[config.mk]
export PLATFORM = sky130hd
export DESIGN_NAME = pin_digit_demux
export DESIGN_NICKNAME = d
export VERILOG_FILES = /design/src/rtl/pin_entry_pkg.sv /design/src/rtl/pin_digit_check.sv /design/src/rtl/pin_digit_demux.sv
export SDC_FILE = /design/constraint.sdc
export NUM_CORES = 1
export LEC_CHECK = 0
export ABC_AREA = 1
export CAP_MARGIN = 20
export CORE_MARGIN = 4
export CORE_UTILIZATION = 43
export CTS_BUF_LIST = sky130_fd_sc_hd__clkbuf_8 sky130_fd_sc_hd__clkbuf_16
export CTS_CLUSTER_SIZE = 24
export DETAILED_ROUTE_END_ITERATION = 12
export GPL_TIMING_DRIVEN = 0
export PLACE_DENSITY_LB_ADDON = 0.15
export SYNTH_ARGS = -nofsm -noshare
export SYNTH_HDL_FRONTEND = slang
export SYNTH_SLANG_ARGS = --single-unit
[constraint.sdc]
create_clock -name clk -period 1.4 [get_ports clk]
set_clock_uncertainty 0.05 [all_clocks]
set_input_delay 0.28 -clock clk [delete_from_list [all_inputs] [get_ports clk]]
set_output_delay 0.28 -clock clk [all_outputs]
set_load 0.01 [all_outputs]
[src/rtl/pin_entry_pkg.sv]
`default_nettype none
// ============================================================================
// Module   : pin_entry_pkg
// Purpose  : Shared constants and types for the keypad PIN/amount entry path.
//            Entry state enum, number of digit slots, largest legal digit
//            and the slot index width.
// Revision : 1.0 - initial release
// ============================================================================
package pin_entry_pkg;

  localparam int         NUM_SLOTS  = 4;
  localparam logic [3:0] MAX_DIGIT  = 4'd9;
  localparam int         SLOT_IDX_W = $clog2(NUM_SLOTS);
  localparam int         COUNT_W    = 3;

  typedef enum logic [1:0] {
    ST_IDLE   = 2'd0,
    ST_ENTRY  = 2'd1,
    ST_LOCKED = 2'd2
  } state_t;

endpackage
`default_nettype wire

[src/rtl/pin_digit_check.sv]
`default_nettype none
// ============================================================================
// Module   : pin_digit_check
// Purpose  : Combinational legality check for a keypad digit code. Shared
//            with the keypad decoder.
// Ports    : digit [3:0] in  - digit code under test
//            legal       out - 1 when digit <= MAX_DIGIT
// Revision : 1.0 - initial release
// ============================================================================
module pin_digit_check #(
  parameter logic [3:0] MAX_DIGIT = pin_entry_pkg::MAX_DIGIT
) (
  input  logic [3:0] digit,
  output logic       legal
);

  assign legal = (digit <= MAX_DIGIT);

endmodule
`default_nettype wire

[src/rtl/pin_digit_demux.sv]
`default_nettype none
// ============================================================================
// Module   : pin_digit_demux
// Purpose  : Collects keypad digits one at a time into four nibble slots,
//            tracks entry progress (IDLE / ENTRY / LOCKED), rejects illegal
//            strobes with a one-cycle err pulse and locks the value on enter.
//            Strobe priority: clear > back > enter > digit_valid.
// Config   : PIN_BACKSPACE_EN - when defined, back deletes the last digit.
//            When undefined, back is ignored entirely.
// Ports    : clk, rst_n (async active-low)
//            digit[3:0], digit_valid, enter, clear, back  - keypad strobes
//            slot0..slot3[3:0] - digit registers, slot0 = first digit
//            count[2:0], full, locked - entry status
//            done, err - registered one-cycle pulses
// Revision : 1.0 - initial release
// ============================================================================
module pin_digit_demux
  import pin_entry_pkg::*;
#(
  parameter int         NUM_SLOTS = pin_entry_pkg::NUM_SLOTS,
  parameter logic [3:0] MAX_DIGIT = pin_entry_pkg::MAX_DIGIT
) (
  input  logic       clk,
  input  logic       rst_n,
  input  logic [3:0] digit,
  input  logic       digit_valid,
  input  logic       enter,
  input  logic       clear,
  input  logic       back,
  output logic [3:0] slot0,
  output logic [3:0] slot1,
  output logic [3:0] slot2,
  output logic [3:0] slot3,
  output logic [2:0] count,
  output logic       full,
  output logic       locked,
  output logic       done,
  output logic       err
);

  localparam logic [COUNT_W-1:0] C_FULL_COUNT = COUNT_W'(NUM_SLOTS);

  state_t                        r_state, w_state_nxt;
  logic [NUM_SLOTS-1:0][3:0]     r_slots, w_slots_nxt;
  logic [COUNT_W-1:0]            r_count, w_count_nxt;
  logic                          r_done, w_done_nxt;
  logic                          r_err, w_err_nxt;
  logic                          w_legal;
  logic                          w_full;
  logic [SLOT_IDX_W-1:0]         w_wr_idx;

  pin_digit_check #(
    .MAX_DIGIT (MAX_DIGIT)
  ) u_check (
    .digit (digit),
    .legal (w_legal)
  );

  assign w_full   = (r_count == C_FULL_COUNT);
  assign w_wr_idx = r_count[SLOT_IDX_W-1:0];

`ifdef PIN_BACKSPACE_EN
  // Slot of the most recent digit; only meaningful while count >= 1.
  logic [SLOT_IDX_W-1:0] w_back_idx;
  assign w_back_idx = SLOT_IDX_W'(r_count - 3'd1);
`else
  logic w_unused_back;
  assign w_unused_back = back;
`endif

  always_ff @(posedge clk or negedge rst_n) begin
    if (!rst_n) begin
      r_state <= ST_IDLE;
      r_slots <= '0;
      r_count <= '0;
      r_done  <= 1'b0;
      r_err   <= 1'b0;
    end else begin
      r_state <= w_state_nxt;
      r_slots <= w_slots_nxt;
      r_count <= w_count_nxt;
      r_done  <= w_done_nxt;
      r_err   <= w_err_nxt;
    end
  end

  // Only the highest-priority strobe present is acted upon; lower ones in the
  // same cycle fall through the else-chain without raising err.
  always_comb begin
    w_state_nxt = r_state;
    w_slots_nxt = r_slots;
    w_count_nxt = r_count;
    w_done_nxt  = 1'b0;
    w_err_nxt   = 1'b0;

    if (clear) begin
      w_state_nxt = ST_IDLE;
      w_slots_nxt = '0;
      w_count_nxt = '0;
    end
`ifdef PIN_BACKSPACE_EN
    else if (back) begin
      if (r_state == ST_ENTRY) begin
        w_slots_nxt[w_back_idx] = 4'd0;
        w_count_nxt             = r_count - 3'd1;
        if (r_count == 3'd1) begin
          w_state_nxt = ST_IDLE;
        end
      end else if (r_state == ST_IDLE) begin
        w_err_nxt = 1'b1;
      end
    end
`endif
    else if (enter) begin
      if (r_state == ST_ENTRY && w_full) begin
        w_state_nxt = ST_LOCKED;
        w_done_nxt  = 1'b1;
      end else if (r_state != ST_LOCKED) begin
        w_err_nxt = 1'b1;
      end
    end else if (digit_valid) begin
      if (!w_legal || w_full || r_state == ST_LOCKED) begin
        w_err_nxt = 1'b1;
      end else begin
        w_slots_nxt[w_wr_idx] = digit;
        w_count_nxt           = r_count + 3'd1;
        w_state_nxt           = ST_ENTRY;
      end
    end
  end

  assign slot0  = r_slots[0];
  assign slot1  = r_slots[1];
  assign slot2  = r_slots[2];
  assign slot3  = r_slots[3];
  assign count  = r_count;
  assign full   = w_full;
  assign locked = (r_state == ST_LOCKED);
  assign done   = r_done;
  assign err    = r_err;

endmodule
`default_nettype wire

==> impl_results.md <==
- Hold Path Class: primary input to asynchronous set/reset pin
- Initial antenna violation count: 0
- Reg clk slew, reported paths: 0.08 ns
- Final period utilization: 1.03
- Final setup fails: 4
- Vias in the first global route: 1047
- Wire length on met2: 1450 um
- Clk Latency, worst-skew pair: 0.26 ns
- Worst hold slack: 0.00373 ns
- Max Fclk: 694 MHz
- Layout Nets: 207
- Crit end category: primary output
- Post-Syn Nets: 156
- Global-route wire length before repair: 4620 um
- Core Box Area: 2730 um^2
- Routed via count: 1082
- Max VDD drop: 0.515 mV
- N_diodes: 0
- #FFs+latches synth: 23
- Most common cell after layout, fill and taps aside: nand2_1
- Std cell rows: 19
- Crit path kind: flop to primary output
- CTS tree: yes
- Hold violation total from the final report: 0
- Worst setup SP type: flop
- DR top layer: met4
- Register area share after synthesis: 0.469
- Failing checks: negative setup slack
- P per Cell Area: 739 nW/um^2
- H-tree depth: 1
- Static leakage: 1.02 nW
- Setup ws final: -0.0400 ns
- Post-route ant nets: 0
- Clock sink total: 23
- WP data arrival: 1.11 ns
- Dpl ws: -0.327 ns
- Status: finished, violations left
- Detailed-route vias per instance: 4.85
- Largest net degree at the start of global routing: 24
- Post-synthesis cell count: 142
- Fill cells: 249
- Die width: 61.4 um
- Avg Inst Size Synth: 8.64 um^2
- Commonest cells after routing, fill and taps aside: nand2_1 (41), dfrtp_1 (22), dlygate4sd2_1 (20), nand3_1 (18), buf_4 (15)
- Placer's final routability congestion estimate: 0.868
- Die Span Y: 61.4 um
- IO Count: 33
- Post-Syn Area: 1230 um^2
- Drt wl/cell: 12.8 um
- Crit path time final: 1.44 ns
- Post-DP HPWL: 2060 um
- Critical Path Fanout Max: 3
- Layout cells sized above 1: 0.281
- Area Overhead vs Synth: 43.7%
- Starting density of the core: 0.449
- I/O Buffers: 30
- WL final: 2850 um
- Bufs on Longest Clock Path: 2
- Slew of the pin with the lowest slew margin: 0.433 ns
- CTS Root Cell: clkbuf_8
- Drt first pass iters: 4
- Synth warnings: 0
- M1 wire length: 1260 um
- Max-Cap Viols: 0
- Slew headroom: 0.711
- CTS Buf Count: 3
- Total grt overflow: 0
- DRT iter0 DRCs: 31
- Post-CTS Hold Fix Bufs: 0
- Worst EP required: 1.07 ns
- Final max-slew violation count: 0
- Drc violations: 0
- Overall Global Routing Usage: 0.167
- RSZ-0062 raised after global routing: true
- DIE AREA: 3770 um^2
- WL met3: 119 um
- Synth cell types: 21
[Yosys cell counts]
cell type / count / share of area
nand4_4: 1 / 0.017
inv_2: 4 / 0.012
nor2_1: 10 / 0.031
buf_2: 1 / 0.0041
nand2_4: 2 / 0.018
a21oi_1: 2 / 0.0082
nor2_8: 2 / 0.033
nand2_2: 1 / 0.0051
nand3_4: 3 / 0.043
nand4_1: 3 / 0.015
nand2_1: 45 / 0.14
o21ai_0: 2 / 0.0082
clkinv_4: 1 / 0.0071
nand3_1: 19 / 0.077
clkinv_2: 3 / 0.012
buf_4: 1 / 0.0061
o21bai_1: 1 / 0.0061
ha_1: 4 / 0.041
inv_1: 13 / 0.040
nor2_4: 1 / 0.0092
dfrtp_1: 23 / 0.47
[cell type report]
type / instances / area, um^2 / share of cell area
inverter: 21 / 95.1 / 0.0539
buffer: 2 / 12.5 / 0.00709
clock buffer: 3 / 41.3 / 0.0234
tap: 31 / 38.8 / 0.0220
clock inverter: 1 / 5.00 / 0.00284
sequential: 23 / 577 / 0.327
timing repair buffer: 46 / 410 / 0.233
multi-input combinational: 96 / 584 / 0.331
[sequential cells by signal, summed over array words and instances, names as in the netlist]
register	count
slot0	4
slot2	4
r_state	2
done	1
slot3	4
count	3
err	1
slot1	4
[critical path, cell delays in order (launching register included)]
cell and delay (ns):
dfrtp_2 0.43, inv_4 0.07, ha_4 0.15, nand2_4 0.06, inv_2 0.05, buf_6 0.09
[metrics by stage]
stage	setup TNS (ns)	util	area (um^2)	std cells	power (W)
detailed placement	-11.14	0.579	1580	203	0.000879
CTS	-0.0547	0.609	1660	214	0.00129
finish	-0.0534	0.645	1760	223	0.00130
global route	-1.39	0.645	1760	223	0.00138
global placement	-10.18	0.579	1580	203	0.000875
floorplan	0	-	1240	142	0.000799
[path summary, 6_finish.rpt]
path	cells after the start	from	slack [ns]	endpoint
hold reg to reg	2	slot1[1]$_DFFE_PN0P_	0.45	slot1[1]$_DFFE_PN0P_
max in group asynchronous	2	rst_n	0.86	count[0]$_DFFE_PN0P_
min in group clk	2	clear	0.20	count[0]$_DFFE_PN0P_
setup reg to reg	9	count[1]$_DFFE_PN0P_	0.01	slot2[0]$_DFFE_PN0P_
setup / recovery	5	count[0]$_DFFE_PN0P_	-0.04	full
hold / removal	1	rst_n	0.004	r_state[1]$_DFFE_PN0P_
[report_power, final]
part	internal (W)	switching (W)	leakage (nW)
Clock	0.000198	0.000209	0.0255
Combinational	0.0000949	0.000119	0.683
Sequential	0.000676	0.00000668	0.317
[cells by family (layout without fill, tap and decap cells)]
kind of cell | Yosys count | count (layout) | synth area share
adder cells (fa/ha/maj) | 4 | 4 | 0.0408
AND/OR/NAND/NOR | 87 | 87 | 0.386
buffers and inverters | 23 | 73 | 0.0815
flip-flops | 23 | 23 | 0.469
AO/OA/AOI/OAI | 5 | 5 | 0.0224
[metal layers]
metal  up-vias  track usage
met5         -            0
met4         0       0.0545
met3         2       0.0294
met2        22        0.281
met1       510        0.217
li1        548            -
[repair_timing]
item | 4_1_cts | 5_1_grt
pin swaps | 8 | 20
buffers inserted | 7 | 8
gates resized for setup | 32 | 13
hold endpoints to repair | 0 | 0
setup endpoints to repair | 44 | 25
cloned | 0 | 0
No activity file was read; power rests on OpenSTA's default activity.
